File: src/rtl/max_cpx_ingress_fifo.sv
// CPX ingress FIFO: host stream -> CCX bridge, first-word-fall-through head with registered flags.
// Optional build macro CPX_FIFO_STATS_EN adds saturating accepted/dropped write counters.
module max_cpx_ingress_fifo #(
  parameter int DEPTH        = 16,
  parameter int ADDR_W       = 4,
  parameter int AEMPTY_TH    = 1,
  parameter int STALL_MARGIN = 2
) (
  input  logic        gclk,
  input  logic        reset,
  input  logic        host_cpx_valid,
  input  logic [31:0] host_cpx_data,
  input  logic [1:0]  host_cpx_ctl,
  output logic        host_cpx_stall,
  input  logic        max_cpx_read,
  output logic        max_cpx_valid,
  output logic [31:0] max_cpx_data,
  output logic [31:0] max_cpx_ctl_data,
  output logic        max_cpx_empty,
  output logic        max_cpx_almost_empty,
  output logic        cpx_overflow
`ifdef CPX_FIFO_STATS_EN
  ,
  output logic [15:0] stat_wr_cnt,
  output logic [15:0] stat_drop_cnt
`endif
);

  localparam logic [ADDR_W:0]   FULL_CNT   = (ADDR_W+1)'(DEPTH);
  localparam logic [ADDR_W:0]   AEMPTY_CNT = (ADDR_W+1)'(AEMPTY_TH);
  localparam logic [ADDR_W:0]   STALL_CNT  = (ADDR_W+1)'(DEPTH - STALL_MARGIN);
  localparam logic [ADDR_W:0]   CNT_ONE    = (ADDR_W+1)'(1);
  localparam logic [ADDR_W-1:0] PTR_ONE    = ADDR_W'(1);

  logic [33:0]       mem [DEPTH];
  logic [ADDR_W-1:0] wr_ptr;
  logic [ADDR_W-1:0] rd_ptr;
  logic [ADDR_W:0]   count;
  logic [ADDR_W:0]   count_nxt;
  logic              wr_acc;
  logic              rd_acc;
  logic              wr_drop;
  logic [33:0]       head;

  assign wr_acc  = host_cpx_valid && (count != FULL_CNT);
  assign wr_drop = host_cpx_valid && (count == FULL_CNT);
  assign rd_acc  = max_cpx_read && (count != '0);

  always_comb begin
    count_nxt = count;
    case ({wr_acc, rd_acc})
      2'b10:   count_nxt = count + CNT_ONE;
      2'b01:   count_nxt = count - CNT_ONE;
      default: count_nxt = count;
    endcase
  end

  // Storage array carries no reset; only pointers and flags are control state.
  always_ff @(posedge gclk) begin
    if (wr_acc) mem[wr_ptr] <= {host_cpx_ctl, host_cpx_data};
  end

  always_ff @(posedge gclk or posedge reset) begin
    if (reset) begin
      wr_ptr <= '0;
      rd_ptr <= '0;
      count  <= '0;
    end else begin
      if (wr_acc) wr_ptr <= wr_ptr + PTR_ONE;
      if (rd_acc) rd_ptr <= rd_ptr + PTR_ONE;
      count <= count_nxt;
    end
  end

  // Flags are registered from next-count so they line up with the head entry.
  always_ff @(posedge gclk or posedge reset) begin
    if (reset) begin
      max_cpx_empty        <= 1'b1;
      max_cpx_almost_empty <= 1'b1;
      max_cpx_valid        <= 1'b0;
      host_cpx_stall       <= 1'b0;
      cpx_overflow         <= 1'b0;
    end else begin
      max_cpx_empty        <= (count_nxt == '0);
      max_cpx_almost_empty <= (count_nxt <= AEMPTY_CNT);
      max_cpx_valid        <= (count_nxt != '0);
      host_cpx_stall       <= (count_nxt >= STALL_CNT);
      cpx_overflow         <= cpx_overflow | wr_drop;
    end
  end

  assign head             = mem[rd_ptr];
  assign max_cpx_data     = max_cpx_valid ? head[31:0] : 32'h0;
  assign max_cpx_ctl_data = max_cpx_valid ? {27'h0, head[33], head[32], 3'b000} : 32'h0;

`ifdef CPX_FIFO_STATS_EN
  function automatic logic [15:0] sat_inc16(input logic [15:0] v);
    return (v == 16'hFFFF) ? v : v + 16'h1;
  endfunction

  always_ff @(posedge gclk or posedge reset) begin
    if (reset) begin
      stat_wr_cnt   <= '0;
      stat_drop_cnt <= '0;
    end else begin
      if (wr_acc)  stat_wr_cnt   <= sat_inc16(stat_wr_cnt);
      if (wr_drop) stat_drop_cnt <= sat_inc16(stat_drop_cnt);
    end
  end
`endif

endmodule
File: config.mk
export PLATFORM = sky130hd
export DESIGN_NAME = max_cpx_ingress_fifo
export DESIGN_NICKNAME = d
export VERILOG_FILES = /design/src/rtl/max_cpx_ingress_fifo.sv
export SDC_FILE = /design/constraint.sdc
export NUM_CORES = 1
export LEC_CHECK = 0
export ABC_CLOCK_PERIOD_IN_PS = 6500
export BUFFER_PORTS_ARGS = -buffer_cell sky130_fd_sc_hd__buf_4
export CAP_MARGIN = 15
export CELL_PAD_IN_SITES_DETAIL_PLACEMENT = 0
export CELL_PAD_IN_SITES_GLOBAL_PLACEMENT = 1
export CORE_UTILIZATION = 40
export CTS_CLUSTER_DIAMETER = 60
export CTS_CLUSTER_SIZE = 20
export DETAILED_ROUTE_END_ITERATION = 6
export PLACE_DENSITY = 0.74
export SLEW_MARGIN = 30
export SYNTH_ARGS = -nofsm -noshare
export SYNTH_HDL_FRONTEND = slang
export SYNTH_SLANG_ARGS = --single-unit
File: constraint.sdc
create_clock -name gclk -period 6.5 [get_ports gclk]
set_input_delay 0.325 -clock gclk [delete_from_list [all_inputs] [get_ports gclk]]
set_output_delay 0.325 -clock gclk [all_outputs]
set_load 0.02 [all_outputs]
== Word-level counts from Yosys, hierarchy flattened ==
Memories as Yosys holds them, arrays and structs flattened.
Cells that the tools add are included.
Storage, ports and cells
  flip-flop bits (word level): 18
  RAM bits: 544
  input bits: 38
  output and inout bits: 69
  memories kept: 1
Memories
  mem: depth 16, width 34, read ports 1, clocked after Yosys merged registers in 0, wr ports 1, RTL line 35  | logic [33:0] mem [DEPTH];
Operators by class
  $add $sub $neg: 4
  $lt $le $gt $ge: 2
  eq/ne operators: 4
  muxes and demuxes: 5
  bitwise logic cells: 1
  reduce and logical (&&, ||, !) cells: 6
Operator list (count)
  $mux 32: 1
  $pmux 5 s2: 1
  $reduce_bool 5->1: 2
  $add 4x1->4 const B: 2
  $add 5x1->5 const B: 1
  $eq 5x5->1 const B: 1
  $ge 5x4->1 const B: 1
  $le 5x1->1 const B: 1
  $logic_not 5->1: 1
  $mux 5: 1
  $ne 5x5->1 const B: 1
  $sub 5x1->5 const B: 1
  $logic_and 1x1->1: 3
  $eq 2x1->1 const B: 1
  $eq 2x2->1 const B: 1
  $mux 1: 2
  $or 1x1->1: 1

== Longest topological paths before layout ==
  depth after elaboration: 5
  gate-level depth with buffers: 12
  depth with buffers taken out: 11

== Worst setup path after synthesis ==
Ideal clock, no wire load.
  path type: flip-flop to flip-flop
  start point: register count[0]
  end point: memory mem[3][0], enable pin
  library setup time: 0.467 ns
  arrival: 3.360 ns
  required time: 6.033 ns
  slack: 2.672 ns
  cell stages (with the launch flop): 6
  path through: dfrtp_1 buf_2 nor4_2 a21boi_2 nand2_1 nor3_1
On the way
  word-level cells in the longest chain between the ends: 4
Ends and longest elaborated chain
  start: declaration: RTL line 38  | logic [ADDR_W:0] count;
  start signal: assignment: RTL line 71  | count <= count_nxt;
  $ne 5x5->1: RTL line 45  | assign wr_acc = host_cpx_valid && (count != FULL_CNT);
  $logic_and 1x1->1: RTL line 45
  $mux 1: RTL line 60  | if (wr_acc) mem[wr_ptr] <= {host_cpx_ctl, host_cpx_data};
  $mux 1 (implied by the code): RTL line 60
  end: declaration: RTL line 35
No other way between the ends.

== Final worst setup path ==
  start point: register rd_ptr[2]
  end point: output port max_cpx_data[18]
On the way
  word-level cells in the longest chain between the ends: 2
Ends and longest elaborated chain
  start: declaration: RTL line 37  | logic [ADDR_W-1:0] rd_ptr;
  start signal: assignment: RTL line 70  | if (rd_acc) rd_ptr <= rd_ptr + PTR_ONE;
  $mem_v2 16x34
  $mux 32: RTL line 93  | assign max_cpx_data = max_cpx_valid ? head[31:0] : 32'h0;
  end: declaration: RTL line 17  | output logic [31:0] max_cpx_data,
No other way between the ends.

==> flow_metrics.py <==
metrics = {
    "cts": {
        "cts_tree": "yes",
        "path_clk_slew_ns": 0.08,
        "post-cts-setup-buffers": 0,
        "htreeDepth": 2,
        "numCtsBuffers": 37,
        "cts.path.max_buffers": 3,
        "clock-sinks": 562,
        "cts_root_buf": "clkbuf_16",
        "worstSkewPairLatency_ns": 0.57,
        "post_cts_resized": 0,
    },
    "placed_design": {
        "hpwl_um": 23370,
        "routabilityCongestion": 0.6953,
        "port_buffers": 76,
    },
    "global_routing": {
        "antenna_found_initial": 3,
        "grt_overflow": 0,
        "grt_max_degree": 97,
        "grt_usage_pct": 16.85,
        "grt_pass1_wl_um": 70380,
        "first_global_vias": 10860,
    },
    "floorplan": {
        "die_y_um": 238.1,
        "core_um2": 55090,
        "pin_count": 107,
        "placementRows": 86,
        "dieArea_um2": 56670,
        "initial_core_util_pct": 40.46,
        "die_x_um": 238.1,
    },
    "route": {
        "vias": 11010,
        "drtIter0Drc": 834,
        "drtPass1Iterations": 5,
        "routed_via_density": 5.388,
        "routed_wl_um": 47580,
        "drc": 0,
        "ant_nets": 0,
        "wl_per_cell_um": 23.28,
    },
    "setup_path": {
        "critical_path_required_ns": 6.17,
        "worst_setup_path_end_kind": "output port",
        "startpoint_type": "flip-flop",
        "r2r_slack_ns": 3.33,
        "path_class": "reg -> out",
        "cp_max_fo": 44,
        "cp_data_arrival_time_ns": 3.83,
    },
    "min_path": {
        "hold_path.class": "in -> reg",
    },
    "sta": {
        "finalCritPeriodShare_pct": 63.88,
        "relSlewSlack_pct": 34.92,
        "setup_viol_count_final": 0,
        "rsz0062_at_grt": "no",
        "fin_tns_setup_ns": 0,
        "whs_ns": 0.04522,
        "max_freq_ghz": 0.2408,
        "worst_pin_slew_ns": 0.9762,
        "period_minus_slack_ns": 4.152,
        "slew_viol_final": 0,
        "fin_skew_ns": 0.02130,
        "hold_viol": 0,
    },
    "logic_synthesis": {
        "syn-cell-area_um2": 22290,
        "ys_async_sr_fraction_pct": 3.203,
        "synthCells": 1209,
        "postSynthAreaPerCell_um2": 18.44,
        "yosysUniqueCellTypes": 43,
        "synth.ff_latch_count": 562,
        "ys.flop_type": "edfxtp_1",
        "yosys_warnings": 0,
        "synth_edf_count": 544,
        "seq_area_frac_synth_pct": 75.32,
    },
    "cells_and_area": {
        "num-fill-cells": 4740,
        "syn_to_final_growth_pct": 10.70,
        "num-nets-final": 1330,
        "drive_above_1_share_pct": 14.83,
    },
    "flow_run": {
        "drv_cap": 0,
    },
    "outcome": {
        "status": "finished, final reports clean",
    },
    "power_and_ir_drop": {
        "p_leak_nw": 8.569,
        "peakVddDrop_uv": 376.6,
        "p_per_area_nw_per_um2": 439.3,
    },
}
## logic make-up (layout without fill, tap and decap cells)
family / Yosys count / after routing / share of synthesized area [%]
buffers and inverters: 109 / 166 / 3.357
DFF: 562 / 562 / 75.32
other: 1 / 31 / 0.01682
xor gates and xnor gates: 13 / 13 / 0.5108
muxes: 259 / 259 / 12.36
AOI/OAI and AO/OA: 186 / 186 / 6.433
and+or+nand+nor: 69 / 69 / 1.403
adders and majority gates: 10 / 10 / 0.5951
## flip-flops by register name, summed over array words and instances (netlist names)
name,count
mem,544
count,5
rd_ptr,4
wr_ptr,4
cpx_overflow,1
host_cpx_stall,1
max_cpx_almost_empty,1
max_cpx_empty,1
max_cpx_valid,1
## through the flow
step                      cells  total power [mW]  instance area, µm²  utilization, %  setup WS [ns]
after floorplan            1238             7.372               22400               -          2.672
after global placement     1989             8.605               23530           42.71          2.927
after detailed placement   1989             8.647               23530           42.71          2.931
after CTS                  2043             10.94               24670           44.78          2.306
after global routing       2044             11.33               24670           44.79          2.173
final                      2044             10.84               24670           44.79          2.348
## routing by layer
metal	GRT usage, %	share of wire, %	vias up
met5	0	0.061	-
met4	4.701	2.3	4
met3	2.696	5.2	78
met2	28.26	49	329
met1	22.76	44	5685
li1	-	-	4917
## synthesized netlist by cell type (all sizes together) (2+ instances only)
master	instances	area (µm²)
xor2	4	35.03
nor2	17	66.32
a22o	34	297.8
clkbuf	20	86.33
a22oi	42	315.3
nor3	5	25.02
buf	79	624.4
ha	9	112.6
xnor2	9	78.83
dfrtp	16	400.4
nand3	3	15.01
mux2i	246	2462
o22ai	22	137.6
nand2b	4	25.02
a221o	34	340.3
a21boi	2	18.77
nand2	34	127.6
mux4	13	292.8
nand4	2	12.51
a221oi	13	113.9
edfxtp	544	16340
inv	10	37.54
o21ai	32	160.2
a21oi	2	10.01
dfstp	2	52.55
## layout make-up
type | count | area (µm²) | area share [%]
flip-flops and latches | 562 | 16790 | 68.05
repair buffers | 104 | 798.3 | 3.235
diodes | 1 | 2.502 | 0.01014
inverters | 10 | 37.54 | 0.1521
clock buffers | 41 | 983.4 | 3.986
well taps | 748 | 935.9 | 3.793
multi-input cells | 567 | 4989 | 20.22
clock inverters | 11 | 136.4 | 0.5527
## critical path, cell delays in order, from the launching register on
cell and delay (ns):
dfrtp_1 0.97, nor2b_4 0.82, buf_4 0.68, a22o_1 0.25, a221o_1 0.11, o22ai_1 0.16, buf_4 0.24
## where the power goes
part	internal (mW)	switching (mW)	leakage, nW
clock	1.15	1.17	0.545
combinational	1.52	2.40	2.91
sequential	4.37	0.225	5.12
## path summary, 6_finish.rpt
check | startpoint | to | cells past startpoint
min | host_cpx_data[6] | mem[1][6]$_DFFE_PP_ | 1
min in group asynchronous | reset | host_cpx_stall$_DFF_PP0_ | 3
min reg2reg | cpx_overflow$_DFF_PP0_ | cpx_overflow$_DFF_PP0_ | 1
max | rd_ptr[2]$_DFFE_PP0P_ | max_cpx_data[18] | 6
max reg2reg | count[0]$_DFF_PP0_ | max_cpx_valid$_DFF_PP0_ | 10
max in group asynchronous | reset | rd_ptr[0]$_DFFE_PP0P_ | 3
## cells in the final DEF, fill, tap and decap left out, drive strengths merged, types with 2 or more instances in the layout
| master | count |
|---|---|
| dlygate4sd3 | 2 |
| nor2 | 17 |
| a221o | 34 |
| buf | 102 |
| xor2 | 4 |
| clkinv | 6 |
| dfstp | 2 |
| a22oi | 42 |
| nand3 | 3 |
| o22ai | 22 |
| nand2b | 4 |
| o21ai | 32 |
| a221oi | 13 |
| xnor2 | 9 |
| edfxtp | 544 |
| a21oi | 2 |
| nand4 | 2 |
| a21boi | 2 |
| mux2i | 246 |
| inv | 13 |
| conb | 30 |
| nand2 | 34 |
| mux4 | 13 |
| nor3 | 5 |
| clkbuf | 41 |
| a22o | 34 |
| ha | 9 |
| dfrtp | 16 |
## repair_timing
item                                    4_1_cts  5_1_grt
endpoints found under the setup margin        0        0
hold endpoints to repair                     17        0
hold buffers                                  2        0
No activity file was read; power rests on OpenSTA's default activity.
